`src/rtl/rle_enc_wide.sv`:
```
// rle_enc_wide: LSB-first run-length encoder between a bit-stream word FIFO
// and a code FIFO. Each code is {bit value, run length}. Runs longer than the
// counter can hold are split at saturation, and the open run is flushed on
// end_of_stream.
// Optional build macro: RLE_ENC_STATS_EN adds the 32-bit seg_total code counter.
//
// Handshakes (both sides are FIFO strobes, not valid/ready pairs):
//   rd_req  is a one-cycle pulse issued only from REQ while recv_ready=1; the
//           word arrives on in_data the following cycle and is captured then.
//   wr_req  is a one-cycle pulse in WRITE, which is only entered after a cycle
//           with send_ready=1; out_data holds the code from EMIT entry through
//           the WRITE cycle.
// The FSM state register (state_q) is kept as a named flop for checker binding.
module rle_enc_wide #(
    parameter int IN_W  = 8,
    parameter int CNT_W = 23
) (
    input  logic             clk,
    input  logic             rst,
    input  logic             recv_ready,
    output logic             rd_req,
    input  logic [IN_W-1:0]  in_data,
    input  logic             end_of_stream,
    input  logic             send_ready,
    output logic             wr_req,
    output logic [CNT_W:0]   out_data
`ifdef RLE_ENC_STATS_EN
    ,
    output logic [31:0]      seg_total
`endif
);

    localparam int IDX_W = (IN_W > 1) ? $clog2(IN_W) : 1;
    localparam logic [IDX_W-1:0] IDX_LAST = IDX_W'(IN_W - 1);
    localparam logic [CNT_W-1:0] CNT_MAX  = '1;

    typedef enum logic [2:0] {
        ST_IDLE,
        ST_REQ,
        ST_WAIT,
        ST_SCAN,
        ST_EMIT,
        ST_WRITE
    } state_t;

    state_t            state_q, state_d;
    logic [IN_W-1:0]   buf_q, buf_d;
    logic [IDX_W-1:0]  idx_q, idx_d;
    logic [CNT_W-1:0]  count_q, count_d;
    logic              value_q, value_d;
    logic              flush_q, flush_d;

    // The code under construction is always visible; it is frozen during
    // EMIT/WRITE because nothing updates the run while waiting to write.
    assign out_data = {value_q, count_q};

    // State and datapath registers with synchronous reset.
    always_ff @(posedge clk) begin
        if (rst) begin
            state_q <= ST_IDLE;
            buf_q   <= '0;
            idx_q   <= '0;
            count_q <= '0;
            value_q <= 1'b0;
            flush_q <= 1'b0;
        end else begin
            state_q <= state_d;
            buf_q   <= buf_d;
            idx_q   <= idx_d;
            count_q <= count_d;
            value_q <= value_d;
            flush_q <= flush_d;
        end
    end

    // Next-state, datapath update and strobe generation.
    always_comb begin
        state_d = state_q;
        buf_d   = buf_q;
        idx_d   = idx_q;
        count_d = count_q;
        value_d = value_q;
        flush_d = flush_q;
        rd_req  = 1'b0;
        wr_req  = 1'b0;
        case (state_q)
            ST_IDLE: state_d = ST_REQ;
            ST_REQ: begin
                // Pending input wins over end_of_stream so the FIFO drains first.
                if (recv_ready) begin
                    rd_req  = 1'b1;
                    state_d = ST_WAIT;
                end else if (end_of_stream && (count_q != '0)) begin
                    flush_d = 1'b1;
                    state_d = ST_EMIT;
                end
            end
            ST_WAIT: begin
                buf_d   = in_data;
                idx_d   = '0;
                state_d = ST_SCAN;
            end
            ST_SCAN: begin
                if ((count_q == '0) || ((buf_q[0] == value_q) && (count_q != CNT_MAX))) begin
                    if (count_q == '0) begin
                        value_d = buf_q[0];
                    end
                    count_d = count_q + CNT_W'(1);
                    buf_d   = buf_q >> 1;
                    idx_d   = idx_q + IDX_W'(1);
                    if (idx_q == IDX_LAST) begin
                        state_d = ST_REQ;
                    end
                end else begin
                    // Run ended or counter full: emit, keep the bit for the next run.
                    state_d = ST_EMIT;
                end
            end
            ST_EMIT: begin
                if (send_ready) begin
                    state_d = ST_WRITE;
                end
            end
            ST_WRITE: begin
                wr_req  = 1'b1;
                count_d = '0;
                if (flush_q) begin
                    flush_d = 1'b0;
                    state_d = ST_REQ;
                end else begin
                    state_d = ST_SCAN;
                end
            end
            default: state_d = ST_IDLE;
        endcase
    end

`ifdef RLE_ENC_STATS_EN
    logic [31:0] seg_total_q, seg_total_d;

    assign seg_total = seg_total_q;

    // Count every code written; wraps naturally at 2^32.
    always_comb begin
        seg_total_d = seg_total_q;
        if (state_q == ST_WRITE) begin
            seg_total_d = seg_total_q + 32'd1;
        end
    end

    // Statistics register, cleared only by reset.
    always_ff @(posedge clk) begin
        if (rst) begin
            seg_total_q <= '0;
        end else begin
            seg_total_q <= seg_total_d;
        end
    end
`endif

endmodule

```
`config.mk`:
```
export PLATFORM = sky130hd
export DESIGN_NAME = rle_enc_wide
export DESIGN_NICKNAME = d
export VERILOG_FILES = /design/src/rtl/rle_enc_wide.sv
export SDC_FILE = /design/constraint.sdc
export NUM_CORES = 1
export LEC_CHECK = 0
export CAP_MARGIN = 5
export CORE_UTILIZATION = 54
export DETAILED_ROUTE_END_ITERATION = 10
export GPL_TIMING_DRIVEN = 1
export PLACE_DENSITY = 0.8
export SYNTH_ARGS = -nofsm -noshare
export SYNTH_HDL_FRONTEND = slang
export SYNTH_SLANG_ARGS = --single-unit
```
`constraint.sdc`:
```
create_clock -name clk -period 2.36 [get_ports clk]
set_input_delay 0.472 -clock clk [delete_from_list [all_inputs] [get_ports clk]]
set_output_delay 0.472 -clock clk [all_outputs]
set_load 0.05 [all_outputs]
```
==> impl_results.rst <==
.. list-table::
   :header-rows: 1

   * - Metric
     - Value
   * - Result of the run
     - complete, no violations
   * - Worst slack on hold paths
     - between 0.4 and 0.5 ns
   * - Final setup slack of the worst path
     - roughly 0.22 ns
   * - Portion of the post-synthesis area used by sequential elements
     - 30.9%
   * - CTS sink count
     - 39
   * - Violation count after the first detailed-route iteration
     - between 200 and 250
   * - Fin Clk Skew
     - approximately 0.0073 ns
   * - Power Density
     - between 700 and 800 nW/um^2
   * - Root Buffer
     - sky130_fd_sc_hd__clkbuf_8
   * - Total area of sequential cells
     - 781 um^2
   * - Detailed-route DRC error count
     - 0
   * - Total core area
     - 4410 um^2
   * - Power spent charging and discharging nets
     - roughly 0.00086 W
   * - RePlAce Congestion
     - 0.838
   * - Worst-path cell with the longest stage delay
     - sky130_fd_sc_hd__or4_4
   * - Clock slew seen by the registers of the worst setup and hold paths
     - 0.08 ns
   * - Area occupied by multi-input gates
     - around 1600 um^2
   * - Cell type with the largest total area after synthesis
     - sky130_fd_sc_hd__dfxtp_1
   * - Most frequent cell after synthesis
     - sky130_fd_sc_hd__dfxtp_1
   * - GRT Total Usage
     - 27.2%
   * - Number of global-route vias before repair
     - 2272
   * - Half-perimeter wire length after placement
     - 4470 um
   * - Slowest stage delay, CP
     - 0.61 ns
   * - Buffers inserted by post-CTS timing repair
     - 0
   * - Number of nets with antenna violations after routing
     - 0
   * - Arrival time of data at the critical path endpoint
     - 2.32 ns
   * - First-pass detailed-route iteration total
     - 4
   * - Portion of total power attributed to sequential cells
     - 35.4%
   * - Total via count in the routed design
     - 2525
   * - Io pins
     - 39
   * - Top cell family by delay on the critical path
     - simple AND/OR/NAND/NOR gates
   * - Fraction of the mapped netlist area in adder cells
     - about 2%
   * - Total negative slack
     - 0 ns
   * - Combined area of all synthesized cells
     - 2530 um^2
   * - Global route overflow
     - 0
   * - Logic depth of the worst register-to-register path
     - 6
   * - Clock Power Share
     - 22.3%
   * - Worst-margin pin slew
     - 0.513 ns
   * - Input/output buffers
     - 38
   * - Logic gate share of total power
     - 42.4%
   * - Total of fill cells in the finished design
     - between 300 and 400
   * - Worst Setup End Kind
     - flop
   * - Number of standard-cell rows in the floorplan
     - 24
   * - Number of setup violations in the final report
     - 0
   * - Power Internal
     - about 0.0014 W
   * - Net total in the final layout
     - 365
   * - Total of flip-flops plus latches after synthesis
     - 39
   * - Post-CTS Resized
     - 0
   * - Worst-case headroom to the max-slew limit
     - 65.7%
   * - Width of the chip
     - 70.4 um
   * - Maximum number of pins on one net before global-route repair
     - 29
   * - Mean number of vias per cell
     - 6.30
   * - Number of library cell types mapped by synthesis
     - 53
   * - Post-Synthesis Net Count
     - ~320
   * - Mux cell area share after synthesis
     - 7.08%
   * - Highest attainable clock frequency
     - 0.468 GHz
   * - Initial antenna violation count
     - 0
   * - Vertical die dimension
     - just over 70 um
   * - CTS tree
     - yes
   * - First-pass GRT wire length
     - 10800 um
   * - Count of H-tree levels built during CTS
     - 2
   * - Share of the clock period used by the worst path
     - approximately 91%
   * - Cells after synthesis
     - 304
   * - Area share of the largest cell type after synthesis
     - 30.9%
   * - Synth cell count leaders
     - sky130_fd_sc_hd__dfxtp_1, sky130_fd_sc_hd__nand2_1, sky130_fd_sc_hd__a21oi_1
   * - Count of flip-flops with a built-in enable after synthesis
     - 0
   * - Area of the die
     - roughly 5000 um^2
   * - Synthesized-area fraction occupied by ao, oa, aoi and oai cells
     - about a fifth
   * - Parity-gate share of the synthesized area counting xor and xnor cells
     - 0.347%
   * - Area growth from synthesis to layout
     - 24.0%
   * - RSZ-0062 raised after global routing
     - no
   * - Instance count on the critical path
     - 6
   * - Buffers plus inverters on the worst setup path
     - 1
   * - Total of warnings raised by yosys
     - 0
   * - Pre-CTS setup slack
     - approximately 0.16 ns
   * - Crit path max fanout
     - 8
   * - Hold Vio Cnt, Final
     - 0
   * - Peak supply drop
     - 0.431 mV
   * - Element type at the critical path start
     - flop
   * - Final critical delay including setup and external delays
     - 2.14 ns
   * - Most frequently used flop master after synthesis
     - sky130_fd_sc_hd__dfxtp_1
   * - Bufs on Longest Clock Path
     - 2
   * - WL/cell
     - 15.8 um
   * - Worst Hold Class
     - reg2reg
   * - Worst-Skew Late Latency
     - 0.30 ns
   * - Reported leakage power
     - ~1.1 nW
   * - Post-synthesis simple-gate area fraction
     - around a third
   * - Total of max-cap violations
     - 0
   * - Worst Setup Path Type
     - reg2reg
   * - Avg Cell Area, Syn
     - 8.31 um^2
   * - Number of clock buffers inserted by TritonCTS
     - 5
   * - Number of buffers inserted by hold repair at cts
     - 0
   * - Critical Path RT
     - approximately 2.5 ns
   * - Top post-synthesis cells by area
     - sky130_fd_sc_hd__dfxtp_1, sky130_fd_sc_hd__a21oi_1, sky130_fd_sc_hd__nand3_1, sky130_fd_sc_hd__a41oi_2, sky130_fd_sc_hd__nand2_1
   * - Number of slew-limit violations in the final report
     - 0
   * - Switch share
     - a little under two fifths
   * - N_diodes
     - 0
   * - Final wirelength
     - roughly 6400 um
   * - Ys async rst share
     - 0%
   * - WHS Path Cells
     - 2
   * - Layout cell share with drive strength beyond 1
     - 15.8%
   * - Starting density of the core
     - a little under three fifths
   * - Dominant combinational cell family by area after synthesis
     - simple AND/OR/NAND/NOR gates
   * - Cells along the critical path
     - nand4_2 > or4_4 > o21ai_4 > buf_4 > a21oi_1 > o2bb2ai_1
==> sequential cells by signal, summed over array words and instances, names as in the netlist <==
signal and cells:
idx_q 3, value_q 1, flush_q 1, state_q 3, count_q 23, buf_q 8
==> final cells by class <==
class                   instances  area share (%)
well taps                      52            2.08
inverters                       9            1.08
clock buffers                   8            3.20
flip-flops and latches         39            24.9
multi-input cells             235            51.1
repair buffers                 58            17.6
==> power by group through the flow <==
stage	clock network [W]	logic [W]	registers [W]
after CTS	0.000508	0.000948	0.000799
final	0.000503	0.000959	0.000800
after detailed placement	0	0.000936	0.000812
after global routing	0.000538	0.00105	0.000816
after global placement	0	0.000917	0.000810
after floorplan	0	0.000664	0.000807
==> per-layer routing <==
layer | global-route usage [%] | part of all wire, % | up-vias
met2 | 40.7 | 45 | 78
met3 | 5.63 | 5.2 | 12
met5 | 0 | 0 | -
met1 | 38.4 | 48 | 1180
met4 | 9.78 | 1.7 | 0
li1 | - | - | 1255
==> worst min-delay path: cells and delay by family (launching register included) <==
| kind | cells | cell delay [ns] |
|---|---|---|
| AOI/OAI and AO/OA | 1 | 0.05 |
| buffers and inverters | 1 | 0.06 |
| DFF | 1 | 0.30 |
==> cell usage in the layout, fill, tap and decap left out, drive strengths merged, types with 3 or more instances in the layout <==
cell,synthesis,final
nor3,7,7
o31ai,7,7
or2,3,3
a21oi,26,26
clkdlybuf4s50,0,36
ha,4,4
mux2,7,7
dfxtp,39,39
buf,10,22
nor4,6,6
a2bb2oi,3,3
nand2,27,27
o211ai,3,3
clkbuf,11,8
nor2,13,13
inv,9,9
or3,9,9
or4,11,11
mux2i,10,10
nand2b,4,4
a41oi,7,7
nand3,23,23
o21ai,6,6
and3,11,11
o21a,4,4
nor2b,4,4
nand4,17,17
==> logic make-up (layout without fill, tap and decap cells) <==
kind of cell	count (synthesis)	after routing
DFF	39	39
buffers and inverters	30	75
AOI/OAI and AO/OA	70	70
muxes	17	17
xor gates and xnor gates	1	1
adders and majority gates	4	4
and+or+nand+nor	143	143
==> final timing paths <==
path,to,slack [ns],from
min,flush_q$_SDFFE_PP0P_,0.46,flush_q$_SDFFE_PP0P_
min reg2reg,flush_q$_SDFFE_PP0P_,0.46,flush_q$_SDFFE_PP0P_
max reg2reg,idx_q[2]$_SDFFE_PP0P_,0.22,count_q[9]$_SDFFE_PP0P_
max,idx_q[2]$_SDFFE_PP0P_,0.22,count_q[9]$_SDFFE_PP0P_
==> metrics by stage <==
stage	cells	utilization, %	power [W]	instance area (um^2)
2_1_floorplan	304	-	0.00147	2530
3_3_place_gp	393	68.6	0.00173	3030
3_5_place_dp	393	68.6	0.00175	3030
4_1_cts	401	70.9	0.00226	3130
5_1_grt	401	70.9	0.00240	3130
6_report	401	70.9	0.00226	3130
Note: power is estimated with default switching activity, not from simulation.
